### config.mk
export PLATFORM = sky130hd
export DESIGN_NAME = instr_sequencer
export DESIGN_NICKNAME = d
export VERILOG_FILES = /design/src/rtl/instr_sequencer.sv
export SDC_FILE = /design/constraint.sdc
export NUM_CORES = 1
export LEC_CHECK = 0
export CAP_MARGIN = 20
export CORE_ASPECT_RATIO = 0.9
export CORE_MARGIN = 1.5
export CORE_UTILIZATION = 52
export CTS_BUF_LIST = sky130_fd_sc_hd__clkbuf_8
export DETAILED_ROUTE_END_ITERATION = 12
export PLACE_DENSITY = 0.86
export SLEW_MARGIN = 20
export SYNTH_ARGS = -nofsm -noshare
export SYNTH_HDL_FRONTEND = slang
export SYNTH_SLANG_ARGS = --single-unit
### constraint.sdc
create_clock -name clk -period 4.6 [get_ports clk]
set_input_delay 0.69 -clock clk [delete_from_list [all_inputs] [get_ports clk]]
set_output_delay 0.69 -clock clk [all_outputs]
set_load 0.03 [all_outputs]
### src/rtl/instr_sequencer.sv
// Eight-phase fetch/execute sequencer driving the RISC datapath control strobes.
// Define INSTR_SEQ_HALT_LATCH_EN to make HLT latch a HALTED state until reset.
module instr_sequencer #(
    parameter int CNT_W = 16
) (
    input  logic             clk,
    input  logic             reset,
    input  logic             ena,
    input  logic [2:0]       opcode,
    input  logic             zero,
    output logic             inc_pc,
    output logic             load_acc,
    output logic             load_pc,
    output logic             rd,
    output logic             wr,
    output logic             load_ir,
    output logic             datactl_ena,
    output logic             halt,
    output logic [CNT_W-1:0] instr_cnt,
    output logic [3:0]       dbg_state
);

    localparam logic [2:0] P0 = 3'd0;
    localparam logic [2:0] P1 = 3'd1;
    localparam logic [2:0] P2 = 3'd2;
    localparam logic [2:0] P3 = 3'd3;
    localparam logic [2:0] P4 = 3'd4;
    localparam logic [2:0] P5 = 3'd5;
    localparam logic [2:0] P6 = 3'd6;
    localparam logic [2:0] P7 = 3'd7;

    localparam logic [2:0] OP_HLT  = 3'b000;
    localparam logic [2:0] OP_SKZ  = 3'b001;
    localparam logic [2:0] OP_ADD  = 3'b010;
    localparam logic [2:0] OP_ANDD = 3'b011;
    localparam logic [2:0] OP_XORR = 3'b100;
    localparam logic [2:0] OP_LDA  = 3'b101;
    localparam logic [2:0] OP_STO  = 3'b110;
    localparam logic [2:0] OP_JMP  = 3'b111;

    logic [2:0]       r_phase;
    logic [CNT_W-1:0] r_instr_cnt;
    logic             r_inc_pc, r_load_acc, r_load_pc, r_rd, r_wr;
    logic             r_load_ir, r_datactl_ena, r_halt;
    logic             w_halted;

    logic w_alu, w_skz_z, w_jmp, w_sto, w_hlt;
    logic w_inc_pc, w_load_acc, w_load_pc, w_rd, w_wr;
    logic w_load_ir, w_datactl_ena, w_halt;

    assign w_alu   = (opcode == OP_ADD) || (opcode == OP_ANDD) ||
                     (opcode == OP_XORR) || (opcode == OP_LDA);
    assign w_skz_z = (opcode == OP_SKZ) && zero;
    assign w_jmp   = (opcode == OP_JMP);
    assign w_sto   = (opcode == OP_STO);
    assign w_hlt   = (opcode == OP_HLT);

    // Strobe pattern for the current phase; registered on the next edge.
    always_comb begin
        w_inc_pc      = 1'b0;
        w_load_acc    = 1'b0;
        w_load_pc     = 1'b0;
        w_rd          = 1'b0;
        w_wr          = 1'b0;
        w_load_ir     = 1'b0;
        w_datactl_ena = 1'b0;
        w_halt        = 1'b0;
        case (r_phase)
            P0: begin
                w_rd      = 1'b1;
                w_load_ir = 1'b1;
            end
            P1: begin
                w_rd      = 1'b1;
                w_load_ir = 1'b1;
                w_inc_pc  = 1'b1;
            end
            P2: ;
            P3: begin
                w_inc_pc = 1'b1;
                w_halt   = w_hlt;
            end
            P4: begin
                w_rd          = w_alu;
                w_inc_pc      = w_skz_z;
                w_load_pc     = w_jmp;
                w_datactl_ena = w_sto;
            end
            P5: begin
                w_rd          = w_alu;
                w_load_acc    = w_alu;
                w_inc_pc      = w_skz_z || w_jmp;
                w_load_pc     = w_jmp;
                w_wr          = w_sto;
                w_datactl_ena = w_sto;
            end
            P6: begin
                w_rd          = w_alu;
                w_datactl_ena = w_sto;
            end
            P7: w_inc_pc = w_skz_z;
            default: ;
        endcase
    end

`ifdef INSTR_SEQ_HALT_LATCH_EN
    logic r_halted;

    always_ff @(posedge clk) begin
        if (reset) begin
            r_halted <= 1'b0;
        end else if (!r_halted && ena && (r_phase == P3) && w_hlt) begin
            r_halted <= 1'b1;
        end
    end

    assign w_halted = r_halted;
`else
    assign w_halted = 1'b0;
`endif

    always_ff @(posedge clk) begin
        if (reset) begin
            r_phase       <= P0;
            r_instr_cnt   <= '0;
            r_inc_pc      <= 1'b0;
            r_load_acc    <= 1'b0;
            r_load_pc     <= 1'b0;
            r_rd          <= 1'b0;
            r_wr          <= 1'b0;
            r_load_ir     <= 1'b0;
            r_datactl_ena <= 1'b0;
            r_halt        <= 1'b0;
        end else if (w_halted) begin
            r_inc_pc      <= 1'b0;
            r_load_acc    <= 1'b0;
            r_load_pc     <= 1'b0;
            r_rd          <= 1'b0;
            r_wr          <= 1'b0;
            r_load_ir     <= 1'b0;
            r_datactl_ena <= 1'b0;
            r_halt        <= 1'b1;
        end else if (!ena) begin
            r_phase       <= P0;
            r_inc_pc      <= 1'b0;
            r_load_acc    <= 1'b0;
            r_load_pc     <= 1'b0;
            r_rd          <= 1'b0;
            r_wr          <= 1'b0;
            r_load_ir     <= 1'b0;
            r_datactl_ena <= 1'b0;
            r_halt        <= 1'b0;
        end else begin
            r_phase       <= r_phase + 3'd1;
            r_inc_pc      <= w_inc_pc;
            r_load_acc    <= w_load_acc;
            r_load_pc     <= w_load_pc;
            r_rd          <= w_rd;
            r_wr          <= w_wr;
            r_load_ir     <= w_load_ir;
            r_datactl_ena <= w_datactl_ena;
            r_halt        <= w_halt;
            if (r_phase == P7) begin
                r_instr_cnt <= r_instr_cnt + {{(CNT_W-1){1'b0}}, 1'b1};
            end
        end
    end

    assign inc_pc      = r_inc_pc;
    assign load_acc    = r_load_acc;
    assign load_pc     = r_load_pc;
    assign rd          = r_rd;
    assign wr          = r_wr;
    assign load_ir     = r_load_ir;
    assign datactl_ena = r_datactl_ena;
    assign halt        = r_halt;
    assign instr_cnt   = r_instr_cnt;
    assign dbg_state   = {w_halted, r_phase};

endmodule

==> results.md, run 1 <==
- Status: complete, no violations
- Crit start category: flop
- Crit end category: output port
- Net count after synthesis: 152
- Area Growth Syn to Fin: 30.00%
- Vias after detailed routing: about 1000
- Clock power frac: 0.323
- Yosys cell types: 29
- DR pass1 iterations: 4
- Syn Area/Cell: roughly 9 um2
- Die width: 53.93 um
- Largest family of logic cells by synthesized area: simple AND/OR/NAND/NOR gates
- Simple-gate share of the synthesized area: 0.2557
- Most frequent cells in the layout: 33 x clkdlybuf4s50_1, 27 x dfxtp_1, 15 x nor2_1, 10 x nand2_1, 10 x xor2_1
- Sequential Power Share: 0.604
- Power Density: 249.2 nW/um2
- Final WL: approximately 2500 um
- Worst EP required: between 3 and 4 ns
- Max FO, Critical Path: 11
- Post-DP Area: 1533 um2
- Number of global-route vias before repair: around 980
- Commonest non-fill, non-tap cell in the layout: clkdlybuf4s50_1
- Residual DRC: 0
- Finished layout cell area: ~1600 um2
- Mapped Cells: 138
- Initial antenna violation count: 0
- Clk slew on worst S/H paths: 0.08 ns
- First-pass GRT wire length: around 4200 um
- Num Clock Sinks: 27
- Final Skew: ~0.0037 ns
- Sw Pwr: between 80 and 90 uW
- CTS tree: built
- Initial core utilization: 0.5562
- GRT Residual Overflow: 0
- Hold WC Path Type: reg -> reg
- Slew Viols, Final: 0
- Comb pwr share: 0.073
- Root buf cell: clkbuf_8
- Final nets: 182
- Post-Synth Adder-Cell Area: 0.07216
- Hold slack: around 0.49 ns
- Layout cells sized above 1: 0.02994
- Critical path class: reg -> out
- Wire per inst: roughly 13 um
- Syn Std Cell Area: approximately 1200 um2
- Total GRT Usage: 0.2137
- Remaining antenna violation count: 0
- Critical path buffers and inverters: 1
- Die area: 2633 um2
- Max Clk Rate: 448.8 MHz
- Sequential fraction of the synthesis area: 0.4454
- Worst path top cell family by delay: buffers and inverters
- 1st-iter DRT viols: 8
- Final worst slack: ~2.4 ns
- # hold bufs at CTS: 0
- Layout Cells excl Fill: ~190
- Post-layout util: 0.7231
- Dpl hpwl: ~1900 um
- RSZ-0062 raised after global routing: no
- Chip height: about 49 um
- Maximum root-to-sink buffer count: 2
- Maxcap violations: 0
- Worst vdd rail ir drop: 0.0003499 V
- Post-synthesis compound-gate area fraction: 0.07526
- Core footprint: about 2200 um2
- LEAKAGE: around 0.57 nW
- Post-Synth XOR/XNOR Area: 0.08660
- Cells along the critical path: clkdlybuf4s50_1
- PostCTS Resize Cnt: 0
- Dpl cells: 190
- Total power draw: between 300 and 400 uW
- Dpl ws: between 2 and 2.5 ns
- Max-slew headroom: 0.6034
- Later-pin clock latency in the skew report: between 0.2 and 0.3 ns
- Number of buffers created by CTS: 3
- I/O Buffers: 33
- Yosys Warn Count: 0
- Critical path's largest stage delay: between 0.7 and 0.8 ns
- P_int: slightly above 300 uW
- FF+latch count, synth: 27
- Worst-Margin Slew: a little under 0.6 ns
- Slowest CP cell: clkdlybuf4s50_1
- CTS H-Tree Depth: 1
- Fin Setup TNS: 0 ns
- Final Hold Viols: 0
- Pin count of the biggest net entering global routing: 18
- Post-CTS setup repair buffer count: 0
- Mux contribution to synthesized area: 0
- Io pins: 35
- Net Sw Frac: 0.2182
- Row Count: 16
- Routability Congestion: between 0.8 and 0.9
- Arr. time, crit path: 1.54 ns
- Min Tclk post-route: ~2.2 ns
- Antenna diode count: 0
- Final Setup Violations: 0
- Vias/cell: 5.351
- Fin crit share: 0.4844
## registers in the layout, indices dropped and copies added, names as in the netlist
name,count
wr,1
halt,1
load_acc,1
load_ir,1
rd,1
load_pc,1
r_phase,3
datactl_ena,1
instr_cnt,16
inc_pc,1
## synth_stat cells
master | count | area [um2]
ha_1 | 7 | 87.58
or3_1 | 4 | 25.02
o21ai_0 | 5 | 25.02
dfxtp_1 | 27 | 540.5
buf_4 | 2 | 15.01
inv_1 | 8 | 30.03
nor4_1 | 1 | 6.260
and2_1 | 3 | 18.77
nand2_1 | 10 | 37.54
and3_1 | 2 | 12.51
a2111oi_0 | 1 | 8.760
nand4_1 | 6 | 37.54
buf_6 | 1 | 11.26
and4_1 | 2 | 17.52
xor2_1 | 10 | 87.58
nor3_1 | 3 | 15.01
a211o_1 | 1 | 8.760
a221oi_1 | 1 | 8.760
nor4b_1 | 1 | 8.760
conb_1 | 1 | 3.750
and4_4 | 1 | 11.26
clkbuf_1 | 5 | 18.77
nand3_1 | 8 | 40.04
a21oi_1 | 8 | 40.04
nor3b_1 | 1 | 7.510
xnor2_1 | 2 | 17.52
nor2_1 | 15 | 56.30
nand3_2 | 1 | 10.01
nand2b_1 | 1 | 6.260
## layout make-up
type | instances | area [um2]
fillers | 162 | 604.3
multi-input cells | 95 | 598.1
flip-flops and latches | 27 | 540.5
repair buffers | 33 | 330.3
clock buffers | 3 | 41.29
well taps | 27 | 33.78
inverters | 8 | 30.03
clock inverters | 1 | 3.754
## power by group through the flow
| stage | clock network [mW] | logic (mW) | registers (mW) |
|---|---|---|---|
| after floorplan | 0 | 0.0115 | 0.247 |
| after global placement | 0 | 0.0275 | 0.243 |
| after detailed placement | 0 | 0.0283 | 0.243 |
| after CTS | 0.130 | 0.0285 | 0.237 |
| after global routing | 0.141 | 0.0306 | 0.238 |
| final | 0.127 | 0.0286 | 0.237 |
## metal layers
metal  track usage  wire (um)  vias to the layer above
li1              -          -                      528
met1        0.2524       1126                      484
met2        0.3557       1257                       24
met3       0.07055        101                        2
met4       0.06838         11                        0
met5             0          0                        -
## logic make-up after synthesis
kind of cell / Yosys count
simple gates: 59
fa+ha+maj: 7
buf+inv: 16
flops: 27
compound gates: 16
other cells: 1
xor+xnor: 12
## final timing paths
path | slack [ns] | cells after the start | endpoint | startpoint
hold reg to reg | 0.49 | 1 | r_phase[0] | r_phase[0]
setup / recovery | 2.37 | 1 | dbg_state[2] | r_phase[2]
setup reg to reg | 2.45 | 6 | instr_cnt[15] | r_phase[1]
hold / removal | 0.49 | 1 | r_phase[0] | r_phase[0]
(Power assumes the default switching activity.)
==> inputs of run 2 (changes only) <==
- CORE_UTILIZATION: 52 -> 44
- PLACE_DENSITY: 0.86 -> 0.78
- clock period: 4.6 -> 1.83 ns (I/O delays scaled with it)
==> run 2 against run 1 <==
Utilization fell by 7.4 points. Clock power rose to 2.6 times the previous value. Register-to-register slack got worse by 2.3 ns. Hold slack got worse by 0.034 ns. Die area rose by 17%. Sequential cell count did not move. Power rose to 2.5 times the previous value. Count of clock-buffer cells in the layout did not move. Sequential share of layout area fell by 1.1 points. Combinational power rose to 2.7 times the previous value. Design area rose by 4.2%. Largest cell class unchanged.
==> results.md, run 2 (synthesis gave the netlist of run 1 again) <==
- RSZ-0062 raised after global routing: no
- Fillers: 213 (+31%)
- GRT Residual Overflow: 0 (unchanged)
- Crit. Startpoint: r_phase[1]
- Worst EP required: 2.03 ns (-1.88 ns)
- Arr. time, crit path: 1.93 ns (+0.39 ns)
- CTS tree: built
- Pin count of the biggest net entering global routing: 17 (-1)
- First-pass GRT wire length: 4146 um (-1.5%)
- Dpl hpwl: 1808 um (-2.5%)
- Remaining antenna violation count: 0 (unchanged)
- Final WL: 2463 um (-1.4%)
- Initial antenna violation count: 0 (unchanged)
- Final nets: 190 (+4.4%)
- Root buf cell: clkbuf_8
- Max Clk Rate: around 580 MHz
- I/O Buffers: 33 (unchanged)
- Worst path top cell family by delay: simple AND/OR/NAND/NOR gates
- Hold Crit Start: r_phase[0]
- Min Tclk post-route: 1.730 ns
- Slowest CP cell: dfxtp_4
- Cells along the critical path: ha_1 -> ha_1 -> and4_4 -> nand4_1 -> or3_1 -> a21oi_1
- Core footprint: 2531 um2 (+16%)
- Maxcap violations: 0 (unchanged)
- DR pass1 iterations: 4 (unchanged)
- Critical path buffers and inverters: 0 (-1)
- Vias after detailed routing: 1069 (+3.0%)
- Die width: 58.36 um (+8.2%)
- Final Hold Viols: 0 (unchanged)
- Max FO, Critical Path: 8 (-3)
- Hold slack: 0.4552 ns (-0.03433 ns)
- Power Density: 606.5 nW/um2 (+140%)
- # hold bufs at CTS: 0 (unchanged)
- Layout Cells excl Fill: 203 (+4.6%)
- Area Growth Syn to Fin: 35.46%
- Critical path class: reg -> reg
- Later-pin clock latency in the skew report: 0.27 ns (about the same)
- Multi-input gate area: 598.1 um2 (unchanged)
- Vias/cell: 5.266 (-1.6%)
- Fin Setup TNS: 0 ns (unchanged)
- Worst vdd rail ir drop: 0.0006042 V (+73%)
- Clk slew on worst S/H paths: 0.09 ns (about the same)
- Fin crit share: 0.9452
- LEAKAGE: 0.6171 nW (+7.4%)
- Die area: 3083 um2 (+17%)
- Residual DRC: 0 (unchanged)
- Row Count: 17 (+1)
- Layout cells sized above 1: 0.08571 (+0.05577)
- Num Clock Sinks: 27 (unchanged)
- Slew Viols, Final: 0 (unchanged)
- Initial core utilization: 0.4795 (-0.07671)
- Commonest non-fill, non-tap cell in the layout: clkdlybuf4s50_1
- Status: complete, no violations
- Number of global-route vias before repair: 943 (-3.6%)
- Io pins: 35 (unchanged)
- Number of buffers created by CTS: 3 (unchanged)
- Final Setup Violations: 0 (unchanged)
- Crit end category: flop
- Total GRT Usage: 0.1751 (-0.03865)
- Wire per inst: 12.13 um (-5.7%)
- Most frequent cells in the layout: 33 x clkdlybuf4s50_1, 25 x dfxtp_1, 15 x nor2_1, 10 x nand2_1, 10 x xor2_1
- Maximum root-to-sink buffer count: 2 (unchanged)
- Dpl cells: 197 (+3.7%)
- Max reg flops: 16 (unchanged)
- Hold WC Path Type: reg -> reg
- Routability Congestion: 0.7922 (-10%)
- 1st-iter DRT viols: 29 (+21)
- Crit start category: flop
- Antenna diode count: 0 (unchanged)
- Final Skew: 0.004587 ns (+0.0009227 ns)
- Critical path's largest stage delay: 0.39 ns (-0.35 ns)
- Crit Reg-Reg Startpoint: r_phase[1]
- Crit-path most repeated cell: ha_1
- CTS H-Tree Depth: 1 (unchanged)
- Sequential Area: 545.5 um2 (+0.93%)
- Chip height: 52.83 um (+8.2%)
- R2R Setup Slk: 0.10 ns (-2.35 ns)
==> run 2: changes by cell type in the layout (fill, tap and decap cells not counted) <==
cell / change
buf_4: +8
dfxtp_4: +1
dfxtp_2: +1
dfxtp_1: -2
==> run 2: final cells by class <==
| class | count | area share |
|---|---|---|
| tap | 28 | 0.02131 |
| sequential | 27 | 0.3318 |
| clock inverter | 1 | 0.002283 |
| timing repair buffer | 41 | 0.2374 |
| clock buffer | 3 | 0.02511 |
| inverter | 8 | 0.01826 |
| multi-input combinational | 95 | 0.3638 |
==> run 2: metrics by stage <==
step	power [mW]	setup slack [ns]	area, um2	util
floorplan	0.6493	0.02395	1219	-
global placement	0.6853	0.08653	1584	0.6258
detailed placement	0.6870	0.05134	1584	0.6258
CTS	1.018	0.06167	1629	0.6436
global route	1.049	0.0008789	1644	0.6495
finish	0.9971	0.1003	1644	0.6495
==> run 2: timing repair <==
| item | in CTS | in global routing |
|---|---|---|
| setup endpoints to repair | 0 | 1 |
| gates resized for setup | 0 | 0 |
| buffers inserted | 0 | 2 |
==> run 2: routing by layer <==
layer / wire (um) / GRT usage
met3: 146 / 0.05185
met5: 0 / 0
met2: 1178 / 0.2940
met4: 0 / 0.02326
met1: 1138 / 0.2266
==> run 2: where the power goes <==
part           switching, mW  leakage, nW  internal, mW
Combinational         0.0428        0.371        0.0343
Sequential           0.00441        0.219         0.592
Clock                  0.173       0.0269         0.150
==> run 2: worst paths after layout <==
kind              endpoint  cells past startpoint
max reg2reg  instr_cnt[15]                      6
min reg2reg     r_phase[0]                      1
min             r_phase[0]                      1
max          instr_cnt[15]                      6
==> inputs of run 3 (changes only) <==
- ABC_AREA: unset -> 1
- PLACE_DENSITY: 0.78 -> 0.77
==> run 3 against run 2 <==
Maximum frequency rose by 1.2%. Register-to-register slack improved by 0.07 ns. Count of clock-buffer cells in the layout did not move. Synthesized area rose by 4.0%. Critical endpoint is now instr_cnt[2]. Clock skew rose by 0.0057 ns. Die area rose by 3.8%. Via count rose by 9.3%.
==> results.md, run 3 <==
- # hold bufs at CTS: 0 (unchanged)
- Most instantiated library cell after synthesis: nand2_1
- Core footprint: 2748 um2 (+8.6%)
- 1st-iter DRT viols: 37 (+28%)
- Max reg flops: 16 (unchanged)
- Crit start category: flop
- Number of global-route vias before repair: 954 (+1.2%)
- Largest cells by area after synthesis: dfxtp_1 43%, nand2_1 11%, nor2_1 9.5%, inv_1 8.0%, ha_1 6.9%
- Fin Setup TNS: 0 ns (unchanged)
- Hold Crit Start: r_phase[0]
- Syn Area/Cell: 7.053 um2 (-20%)
- Final nets: 230 (+21%)
- Io pins: 35 (unchanged)
- Worst path top cell family by delay: buffers and inverters
- Syn Std Cell Area: 1262 um2 (+4.0%)
- PostCTS Resize Cnt: 0 (unchanged)
- Wire per inst: 9.804 um (-19%)
- Async SR Flop Fraction: 0 (unchanged)
- Total GRT Usage: 0.1730 (-0.002005)
- Number of buffers created by CTS: 3 (unchanged)
- Max Clk Rate: 585.2 MHz (+1.2%)
- Synth Flop Type: dfxtp_1
- Residual DRC: 0 (unchanged)
- Critical path class: reg -> out
- CTS tree: built
- Die width: 59.46 um (+1.9%)
- Maximum root-to-sink buffer count: 2 (unchanged)
- Yosys cell types: 20 (-31%)
- Routability Congestion: 0.8352 (+5.4%)
- Layout cells sized above 1: 0.04186 (-0.04385)
- Num Clock Sinks: 27 (unchanged)
- Dpl hpwl: 1941 um (+7.4%)
- Fin crit share: 0.9338 (-0.01143)
- Worst vdd rail ir drop: 0.0002899 V (-52%)
- Clk slew on worst S/H paths: 0.10 ns (about the same)
- Max FO, Critical Path: 6 (-2)
- Remaining antenna violation count: 0 (unchanged)
- Crit. Startpoint: instr_cnt[2]
- Clock power frac: 0.333 (+0.008)
- Final Setup Violations: 0 (unchanged)
- P_int: 774.0 uW (-0.31%)
- Vias after detailed routing: 1168 (+9.3%)
- Crit end category: output port
- Worst EP required: 1.56 ns (-0.47 ns)
- Hold WC Path Type: reg -> reg
- Commonest non-fill, non-tap cell in the layout: nand2_1
- Sequential fraction of the synthesis area: 0.4281 (-0.01721)
- Post-synth EDFFs: 0 (unchanged)
- Crit Reg-Reg Startpoint: r_phase[0]
- Final Skew: 0.01028 ns (+0.005691 ns)
- Mapped Cells: 179 (+30%)
- Initial antenna violation count: 0 (unchanged)
- Pin count of the biggest net entering global routing: 15 (-2)
- Dpl cells: 251 (+27%)
- Later-pin clock latency in the skew report: 0.28 ns (about the same)
- Yosys Warn Count: 0 (unchanged)
- Initial core utilization: 0.4595 (-0.02001)
- Area Growth Syn to Fin: 33.40%
- Antenna diode count: 0 (unchanged)
- Vias/cell: 4.580 (-13%)
- Final WL: 2500 um (+1.5%)
- I/O Buffers: 33 (unchanged)
- Comb pwr share: 0.073 (-0.004)
- Post-CTS setup repair buffer count: 0 (unchanged)
- Net Sw Frac: 0.2288 (+0.007536)
- Root buf cell: clkbuf_8
- GRT Residual Overflow: 0 (unchanged)
- Arr. time, crit path: 1.43 ns (-0.50 ns)
- Row Count: 18 (+1)
- Critical path's largest stage delay: 0.71 ns (+0.32 ns)
- Layout Cells excl Fill: 255 (+26%)
- Cells along the critical path: clkdlybuf4s50_1
- Sw Pwr: 229.7 uW (+4.1%)
- RSZ-0062 raised after global routing: no
- First-pass GRT wire length: 4181 um (+0.84%)
- Top-area cell type share of the netlist area: 0.4281 (-0.01721)
- Most frequent cells in the layout: 38 x nand2_1, 33 x clkdlybuf4s50_1, 32 x nor2_1, 28 x inv_1, 27 x dfxtp_1
- Critical path buffers and inverters: 1 (+1)
- Fillers: 279 (+31%)
- Status: complete, no violations
- Sequential Power Share: 0.594 (-0.004)
- Maxcap violations: 0 (unchanged)
- Leading cell types by count after synthesis: 38 x nand2_1, 32 x nor2_1, 27 x dfxtp_1, 27 x inv_1
- Post-layout util: 0.6129 (-0.03660)
- Power Density: 596.0 nW/um2 (-1.7%)
- Final Hold Viols: 0 (unchanged)
- LEAKAGE: 0.6937 nW (+12%)
- FF+latch count, synth: 27 (unchanged)
- Min Tclk post-route: 1.709 ns (-0.02092 ns)
- CTS H-Tree Depth: 1 (unchanged)
- Area leader, netlist: dfxtp_1
- Chip height: 53.82 um (+1.9%)
- DR pass1 iterations: 4 (unchanged)
- Slowest CP cell: clkdlybuf4s50_1
- Net count after synthesis: 193 (+27%)
- Die area: 3200 um2 (+3.8%)
- Slew Viols, Final: 0 (unchanged)
==> run 3: final timing paths <==
kind,to,slack (ns),cells past startpoint
setup / recovery,instr_cnt[2],0.12,1
hold / removal,r_phase[0],0.49,1
setup reg to reg,instr_cnt[11],0.17,9
hold reg to reg,r_phase[0],0.49,1
==> run 3: cell families (layout without fill, tap and decap cells) <==
logic type	after synthesis	after routing	synth area share
XOR/XNOR	1	1	0.006939
flip-flops	27	27	0.4281
AND/OR/NAND/NOR	93	93	0.3162
AO/OA/AOI/OAI	21	21	0.08721
buffers and inverters	29	65	0.08920
other	1	1	0.002970
adder cells (fa/ha/maj)	7	7	0.06937
==> run 3: power by group through the flow <==
| stage | Combinational, mW | Clock [mW] | Sequential (mW) |
|---|---|---|---|
| floorplan | 0.0295 | 0 | 0.621 |
| global placement | 0.0724 | 0 | 0.610 |
| detailed placement | 0.0732 | 0 | 0.610 |
| CTS | 0.0734 | 0.340 | 0.596 |
| global route | 0.0803 | 0.362 | 0.597 |
| finish | 0.0733 | 0.335 | 0.596 |
==> run 3: layer usage <==
metal  part of all wire  GRT usage  vias to the layer above
met5                  0          0                        -
met1               0.53     0.2747                      491
met4              0.012    0.06818                        0
li1                   -          -                      633
met2               0.40     0.2271                       40
met3              0.054    0.02644                        4
==> run 3: layout make-up <==
class	instances	area (um2)	share of cell area
clock buffers	3	41.29	0.02452
clock inverters	1	3.754	0.002229
inverters	27	101.3	0.06018
multi-input cells	123	609.3	0.3618
flip-flops and latches	27	540.5	0.3209
well taps	40	50.05	0.02972
repair buffers	34	337.8	0.2006
==> run 3: through the flow <==
stage	power [mW]	hold WS [ns]	instance area, um2	worst slack [ns]
floorplan	0.6500	0.3461	1262	0.1324
global placement	0.6821	0.4676	1639	0.1998
detailed placement	0.6830	0.4790	1639	0.1342
CTS	1.010	0.4994	1684	0.1240
global route	1.039	0.5401	1684	0.04597
finish	1.004	0.4881	1684	0.1212
